### config.mk
export PLATFORM = sky130hd
export DESIGN_NAME = hack_mem_arbiter_flat
export DESIGN_NICKNAME = d
export VERILOG_FILES = /design/src/rtl/hack_mem_arbiter_if.sv /design/src/rtl/hack_mem_arbiter.sv /design/src/flat_wrapper.sv
export SDC_FILE = /design/constraint.sdc
export NUM_CORES = 1
export LEC_CHECK = 0
export CAP_MARGIN = 0
export CORE_ASPECT_RATIO = 2
export CORE_MARGIN = 2
export CORE_UTILIZATION = 24
export CTS_BUF_LIST = sky130_fd_sc_hd__clkbuf_8
export DETAILED_ROUTE_END_ITERATION = 8
export REMOVE_ABC_BUFFERS = 1
export SETUP_SLACK_MARGIN = 0.5
export SYNTH_ARGS = -nofsm -noshare
export SYNTH_HDL_FRONTEND = slang
export SYNTH_SLANG_ARGS = --single-unit
### constraint.sdc
create_clock -name clk -period 1.9 [get_ports clk]
set_input_delay 0.38 -clock clk [delete_from_list [all_inputs] [get_ports clk]]
set_output_delay 0.38 -clock clk [all_outputs]
set_load 0.03 [all_outputs]
### src/rtl/hack_mem_arbiter_if.sv
// Bus bundle between the Hack data-RAM arbiter and its environment
// (CPU data port, DMA requester, single-port RAM macro).
interface hack_mem_arbiter_if #(
  parameter int ADDR_W = 15,
  parameter int DATA_W = 16,
  parameter int CNT_W  = 16
);
  logic [ADDR_W-1:0] cpu_addr;
  logic              cpu_rd;
  logic              cpu_we;
  logic [DATA_W-1:0] cpu_wdata;
  logic [DATA_W-1:0] cpu_rdata;
  logic              cpu_stall;
  logic              dma_req;
  logic              dma_we;
  logic [ADDR_W-1:0] dma_addr;
  logic [DATA_W-1:0] dma_wdata;
  logic              dma_gnt;
  logic              dma_rvalid;
  logic [DATA_W-1:0] dma_rdata;
  logic              mem_en;
  logic              mem_we;
  logic [ADDR_W-1:0] mem_addr;
  logic [DATA_W-1:0] mem_wdata;
  logic [DATA_W-1:0] mem_rdata;
  logic [CNT_W-1:0]  stall_cnt;

  // Arbiter side: serves the CPU and DMA requesters and drives the RAM.
  modport slave (
    input  cpu_addr, cpu_rd, cpu_we, cpu_wdata,
    input  dma_req, dma_we, dma_addr, dma_wdata,
    input  mem_rdata,
    output cpu_rdata, cpu_stall,
    output dma_gnt, dma_rvalid, dma_rdata,
    output mem_en, mem_we, mem_addr, mem_wdata,
    output stall_cnt
  );

  modport master (
    output cpu_addr, cpu_rd, cpu_we, cpu_wdata,
    output dma_req, dma_we, dma_addr, dma_wdata,
    output mem_rdata,
    input  cpu_rdata, cpu_stall,
    input  dma_gnt, dma_rvalid, dma_rdata,
    input  mem_en, mem_we, mem_addr, mem_wdata,
    input  stall_cnt
  );
endinterface

### src/rtl/hack_mem_arbiter.sv
// Arbiter for the Hack single-port data RAM: CPU vs. one DMA master, with
// one-cycle read stall, atomic CPU read-modify-write and a stall counter.
module hack_mem_arbiter #(
  parameter int ADDR_W = 15,
  parameter int DATA_W = 16,
  parameter int CNT_W  = 16
) (
  input logic               clk,
  input logic               reset,
  hack_mem_arbiter_if.slave bus
);

  typedef enum logic {IDLE, CPU_RD} state_e;

  state_e            state_q, state_d;
  logic              last_gnt_q, last_gnt_d;     // 0 = CPU, 1 = DMA
  logic              dma_rvalid_q, dma_rvalid_d;
  logic [DATA_W-1:0] hold_q, hold_d;
  logic [CNT_W-1:0]  stall_cnt_q, stall_cnt_d;

  logic              cpu_req, cpu_win, dma_win;
  logic              mem_en, mem_we, cpu_stall, dma_gnt;
  logic [ADDR_W-1:0] mem_addr;
  logic [DATA_W-1:0] mem_wdata, cpu_rdata;

  assign cpu_req = bus.cpu_rd | bus.cpu_we;
  assign cpu_win = cpu_req & (~bus.dma_req | last_gnt_q);
  assign dma_win = bus.dma_req & (~cpu_req | ~last_gnt_q);

  always_comb begin
    // NOTE: every variable gets a default before any branch so no path leaves
    // one unassigned; otherwise synthesis infers a latch.
    state_d      = state_q;
    last_gnt_d   = last_gnt_q;
    dma_rvalid_d = 1'b0;
    hold_d       = hold_q;
    mem_en       = 1'b0;
    mem_we       = 1'b0;
    mem_addr     = bus.cpu_addr;
    mem_wdata    = bus.cpu_wdata;
    cpu_stall    = 1'b0;
    dma_gnt      = 1'b0;
    cpu_rdata    = hold_q;

    if (!reset) begin
      // Outputs are forced safe while reset is held, independent of the clock.
      cpu_stall = 1'b1;
      cpu_rdata = '0;
    end else begin
      unique case (state_q)
        IDLE: begin
          if (cpu_req && bus.dma_req) last_gnt_d = dma_win;
          if (cpu_req && !cpu_win)    cpu_stall  = 1'b1;
          if (cpu_win) begin
            mem_en = 1'b1;
            if (bus.cpu_rd) begin
              cpu_stall = 1'b1;
              state_d   = CPU_RD;
            end else begin
              mem_we = 1'b1;
            end
          end else if (dma_win) begin
            dma_gnt      = 1'b1;
            mem_en       = 1'b1;
            mem_we       = bus.dma_we;
            mem_addr     = bus.dma_addr;
            mem_wdata    = bus.dma_wdata;
            dma_rvalid_d = ~bus.dma_we;
          end
        end
        CPU_RD: begin
          // Read data returns now; the write half of an RMW lands in the same
          // cycle so no DMA access can slip in between.
          cpu_rdata = bus.mem_rdata;
          hold_d    = bus.mem_rdata;
          if (bus.cpu_we) begin
            mem_en = 1'b1;
            mem_we = 1'b1;
          end
          state_d = IDLE;
        end
        default: state_d = IDLE;
      endcase
    end

    stall_cnt_d = (cpu_stall && (stall_cnt_q != '1)) ? stall_cnt_q + CNT_W'(1)
                                                     : stall_cnt_q;
  end

  // NOTE: state registers use non-blocking assignments so every flop samples
  // its pre-edge inputs, independent of statement order.
  always_ff @(posedge clk or negedge reset) begin
    if (!reset) begin
      state_q      <= IDLE;
      last_gnt_q   <= 1'b0;
      dma_rvalid_q <= 1'b0;
      hold_q       <= '0;
      stall_cnt_q  <= '0;
    end else begin
      state_q      <= state_d;
      last_gnt_q   <= last_gnt_d;
      dma_rvalid_q <= dma_rvalid_d;
      hold_q       <= hold_d;
      stall_cnt_q  <= stall_cnt_d;
    end
  end

  assign bus.mem_en     = mem_en;
  assign bus.mem_we     = mem_we;
  assign bus.mem_addr   = mem_addr;
  assign bus.mem_wdata  = mem_wdata;
  assign bus.cpu_rdata  = cpu_rdata;
  assign bus.cpu_stall  = cpu_stall;
  assign bus.dma_gnt    = dma_gnt;
  assign bus.dma_rvalid = dma_rvalid_q;
  assign bus.dma_rdata  = bus.mem_rdata;
  assign bus.stall_cnt  = stall_cnt_q;

endmodule

### src/flat_wrapper.sv
// flat-port wrapper written by rule: the top's interface ports become plain ports
module hack_mem_arbiter_flat 
#(
  parameter int ADDR_W = 15,
  parameter int DATA_W = 16,
  parameter int CNT_W  = 16
)
  (clk, reset, bus_cpu_addr, bus_cpu_rd, bus_cpu_we, bus_cpu_wdata, bus_dma_req, bus_dma_we, bus_dma_addr, bus_dma_wdata, bus_mem_rdata, bus_cpu_rdata, bus_cpu_stall, bus_dma_gnt, bus_dma_rvalid, bus_dma_rdata, bus_mem_en, bus_mem_we, bus_mem_addr, bus_mem_wdata, bus_stall_cnt);
  hack_mem_arbiter_if #(.ADDR_W(ADDR_W), .DATA_W(DATA_W), .CNT_W(CNT_W)) bus_i ();
  input logic clk;
  input logic reset;
  input wire logic [$bits(bus_i.cpu_addr)-1:0] bus_cpu_addr;
  input wire logic [$bits(bus_i.cpu_rd)-1:0] bus_cpu_rd;
  input wire logic [$bits(bus_i.cpu_we)-1:0] bus_cpu_we;
  input wire logic [$bits(bus_i.cpu_wdata)-1:0] bus_cpu_wdata;
  input wire logic [$bits(bus_i.dma_req)-1:0] bus_dma_req;
  input wire logic [$bits(bus_i.dma_we)-1:0] bus_dma_we;
  input wire logic [$bits(bus_i.dma_addr)-1:0] bus_dma_addr;
  input wire logic [$bits(bus_i.dma_wdata)-1:0] bus_dma_wdata;
  input wire logic [$bits(bus_i.mem_rdata)-1:0] bus_mem_rdata;
  output wire logic [$bits(bus_i.cpu_rdata)-1:0] bus_cpu_rdata;
  output wire logic [$bits(bus_i.cpu_stall)-1:0] bus_cpu_stall;
  output wire logic [$bits(bus_i.dma_gnt)-1:0] bus_dma_gnt;
  output wire logic [$bits(bus_i.dma_rvalid)-1:0] bus_dma_rvalid;
  output wire logic [$bits(bus_i.dma_rdata)-1:0] bus_dma_rdata;
  output wire logic [$bits(bus_i.mem_en)-1:0] bus_mem_en;
  output wire logic [$bits(bus_i.mem_we)-1:0] bus_mem_we;
  output wire logic [$bits(bus_i.mem_addr)-1:0] bus_mem_addr;
  output wire logic [$bits(bus_i.mem_wdata)-1:0] bus_mem_wdata;
  output wire logic [$bits(bus_i.stall_cnt)-1:0] bus_stall_cnt;
  assign bus_i.cpu_addr = bus_cpu_addr;
  assign bus_i.cpu_rd = bus_cpu_rd;
  assign bus_i.cpu_we = bus_cpu_we;
  assign bus_i.cpu_wdata = bus_cpu_wdata;
  assign bus_i.dma_req = bus_dma_req;
  assign bus_i.dma_we = bus_dma_we;
  assign bus_i.dma_addr = bus_dma_addr;
  assign bus_i.dma_wdata = bus_dma_wdata;
  assign bus_i.mem_rdata = bus_mem_rdata;
  assign bus_cpu_rdata = bus_i.cpu_rdata;
  assign bus_cpu_stall = bus_i.cpu_stall;
  assign bus_dma_gnt = bus_i.dma_gnt;
  assign bus_dma_rvalid = bus_i.dma_rvalid;
  assign bus_dma_rdata = bus_i.dma_rdata;
  assign bus_mem_en = bus_i.mem_en;
  assign bus_mem_we = bus_i.mem_we;
  assign bus_mem_addr = bus_i.mem_addr;
  assign bus_mem_wdata = bus_i.mem_wdata;
  assign bus_stall_cnt = bus_i.stall_cnt;
  hack_mem_arbiter #(.ADDR_W(ADDR_W), .DATA_W(DATA_W), .CNT_W(CNT_W)) u_core (.clk(clk), .reset(reset), .bus(bus_i));
endmodule
==> results of run 1 <==
-- layout by cell type, fill, tap and decap left out, types with 2 or more instances in the layout --
cell	instances
clkbuf_16	2
xor2_1	7
buf_12	6
clkdlybuf4s50_1	63
nor2b_1	17
nor2_4	2
buf_4	44
buf_16	4
mux2_4	10
buf_6	58
nor2_1	2
mux2_2	38
nor3_4	2
mux2i_1	16
o21ai_2	2
nand3_1	5
nor4_4	3
clkbuf_8	5
dfrtp_2	8
dlygate4sd2_1	19
clkinv_2	3
nand4_1	9
buf_2	13
xnor2_1	9
and3_1	2
and2_1	2
nand2_1	3
dfrtp_1	27
-- cell families (layout without fill, tap and decap cells) --
group | after synthesis | count (layout)
AOI/OAI and AO/OA | 6 | 6
xor gates and xnor gates | 16 | 16
adders and majority gates | 1 | 1
buffers and inverters | 28 | 222
DFF | 35 | 35
muxes | 65 | 65
and+or+nand+nor | 61 | 61
-- critical path, delay by kind of cell (launching register included) --
| kind | cells | cell delay [ns] |
|---|---|---|
| DFF | 1 | 0.44 |
| muxes | 1 | 0.29 |
| and+or+nand+nor | 2 | 0.25 |
| buffers and inverters | 3 | 0.43 |
-- per-layer routing --
metal / track usage / wire length (um) / vias up / part of all wire
li1: - / - / 1124 / -
met1: 0.136 / 2520 / 1167 / 0.29
met2: 0.333 / 5520 / 125 / 0.63
met3: 0.0355 / 537 / 12 / 0.061
met4: 0.0612 / 225 / 0 / 0.026
met5: 0 / 0 / - / 0
-- how the worst max path moves through the flow --
stage / startpoint / to / slack, ns
floorplan: u_core.state_q / bus_mem_addr[0] / -0.87
global placement: bus_cpu_we / bus_mem_wdata[13] / -0.32
detailed placement: bus_cpu_we / bus_mem_wdata[13] / -0.37
CTS: u_core.state_q / bus_mem_wdata[8] / -0.17
global route: u_core.state_q / bus_mem_addr[11] / -0.26
finish: u_core.state_q / bus_mem_addr[11] / -0.19
-- where the power goes --
group          internal (uW)  switching [uW]
Clock                    251             287
Sequential              1010             237
Combinational           1350            1290
Total                   2620            1810
-- final cells by class --
class / count / share of cell area
clock buffer: 5 / 0.0143
clock inverter: 3 / 0.00312
inverter: 3 / 0.00286
multi-input combinational: 149 / 0.316
sequential: 35 / 0.184
tap: 132 / 0.0343
timing repair buffer: 211 / 0.446
-- stage by stage --
| step | std cells | util | setup slack, ns | total power (uW) |
|---|---|---|---|---|
| finish | 538 | 0.499 | -0.187 | 4430 |
| detailed placement | 506 | 0.418 | -0.373 | 3410 |
| floorplan | 187 | - | -0.874 | 2410 |
| global route | 538 | 0.499 | -0.259 | 4690 |
| global placement | 506 | 0.418 | -0.316 | 3380 |
| CTS | 526 | 0.464 | -0.174 | 4200 |
-- sequential cells by signal (all words and copies together), names as in the netlist --
register	cells
u_core.bus.stall_cnt	16
u_core.bus.dma_rvalid	1
u_core.state_q	1
u_core.hold_q	16
u_core.last_gnt_q	1
-- what timing repair did --
action	CTS	global route
hold buffers	0	0
pin swaps	4	22
setup endpoints to repair	116	89
gates cloned	4	2
buffers inserted	8	10
resized for setup	180	54
==> flow_summary.ini, run 1 <==
[cells_and_area]
drive_gt1_frac = 0.532
fill_cells = 887
antennaDiodeCount = 0
finalInstanceArea_mm2 = 0.00481
nets = 490
syn2layout_area_growth_pct = 104
multi_input_area_mm2 = 0.00152
regArea_um2 = 886

[critical_path]
cp.arrival_ns = 1.71
r2r_end = u_core.bus.stall_cnt[1]
crit_path_end_kind = output pin
required_ns = 1.52
r2r_slack_ns = -0.01
critPathKind = flip-flop to output pin
reg2reg_depth = 8
rr_startpoint = u_core.state_q
crit_chain = nor2b_4 > nand3_4 > buf_4 > buf_16 > mux2_2 > buf_12
crit_fanout = 8
worst_path_max_delay_cell = dfrtp_2
slowest_delay_ns = 0.44
startpoint_type = flip-flop

[yosys]
syn_area_mm2 = 0.00235
ys_seq_elements = 35
syn_inst = 212
synth-async-reset-ratio = 1.00
yosys_most_used_dff = dfrtp_1
yosysUniqueCellTypes = 36
muxShareOfSynthArea = 0.304
synth_xor_area_frac = 0.0595
ys_seq_area_frac = 0.372
synthAdderAreaFrac = 0.00532
synth.most_common_cell = mux2_2
yosysTopAreaCellShare = 0.372
ys_top_cells_by_count = mux2_2 (47), dfrtp_1 (35), nor2b_1 (18)
synth_simple_gate_area_frac = 0.169
yosys-top-cells-area = dfrtp_1 (37%), mux2_2 (22%), mux2i_1 (7.2%)
synth_top_family_by_area = multiplexers
yosys.area.top_type = dfrtp_1
yosysWarnings = 0
syn_avg_cell_area_um2 = 11.1
synth_compound_area_frac = 0.0175
synth-edff-count = 0

[detailed_routing]
wl_per_cell_um = 16.4
viasPerCell = 4.51
dr.pass1.iters = 4
route.antenna.remaining_nets = 0
wl_um = 8810
num_vias = 2428
initialDrtViolationCount = 63
drc = 0

[cts]
cts_max_level = 2
clock_latency_ns = 0.30
cts_tree = yes
cts-root-buf = clkbuf_8
path_clk_slew_ns = 0.07
cts_inserted_buffers = 5
clk_path_buf_depth = 2
cts.sinks = 35

[die]
start_util = 0.244
ioPinCount = 168
die_w_um = 74.0
die_h_um = 144
die_area_mm2 = 0.0107
rows = 51
coreArea_mm2 = 0.00964

[timing]
min_period_ns = 2.09
finalCritPeriodShare = 1.10
final.setup.tns_ns = -6.19
whs_ns = 0.0779
skew_ns = 0.00940
fmax_ghz = 0.479
slew_viol_final = 0
relSlewSlack = 0.619
setup_viol = 49
hold_viol = 0
worst_slack_ns = -0.187
grt_setup_unrepaired = true
worst_slew_pin_slew_ns = 0.572

[global_routing]
grt_first_pass_wirelength_um = 12700
grtUsageTotal = 0.160
grt_pass1_vias = 2574
antenna_found_initial = 0
grt_max_degree = 50
grt_overflow = 0

[place]
gp_congestion = 0.810
dpl_cell_area_mm2 = 0.00403
portBuffers = 167
dp_hpwl_um = 6110

[job]
maxCapViolCount = 0

[power]
p_per_area_mw_per_mm2 = 920
p_leak_uw = 0.00216
peakVddDrop_uv = 352

[status]
violations = negative setup slack
status = complete, but fails checks

[hold_path]
hold_class = input port to async pin
Power figures use the tool's default switching activity.
==> inputs of run 2 (changes only) <==
--- a/config.mk
+++ b/config.mk
@@ -5,6 +5,7 @@
 export SDC_FILE = /design/constraint.sdc
 export NUM_CORES = 1
 export LEC_CHECK = 0
+export ABC_CLOCK_PERIOD_IN_PS = 1900
 export CAP_MARGIN = 0
 export CORE_ASPECT_RATIO = 2
 export CORE_MARGIN = 2
==> results of run 2 <==
Final layout, timing and power as in run 1 (identical DEF).
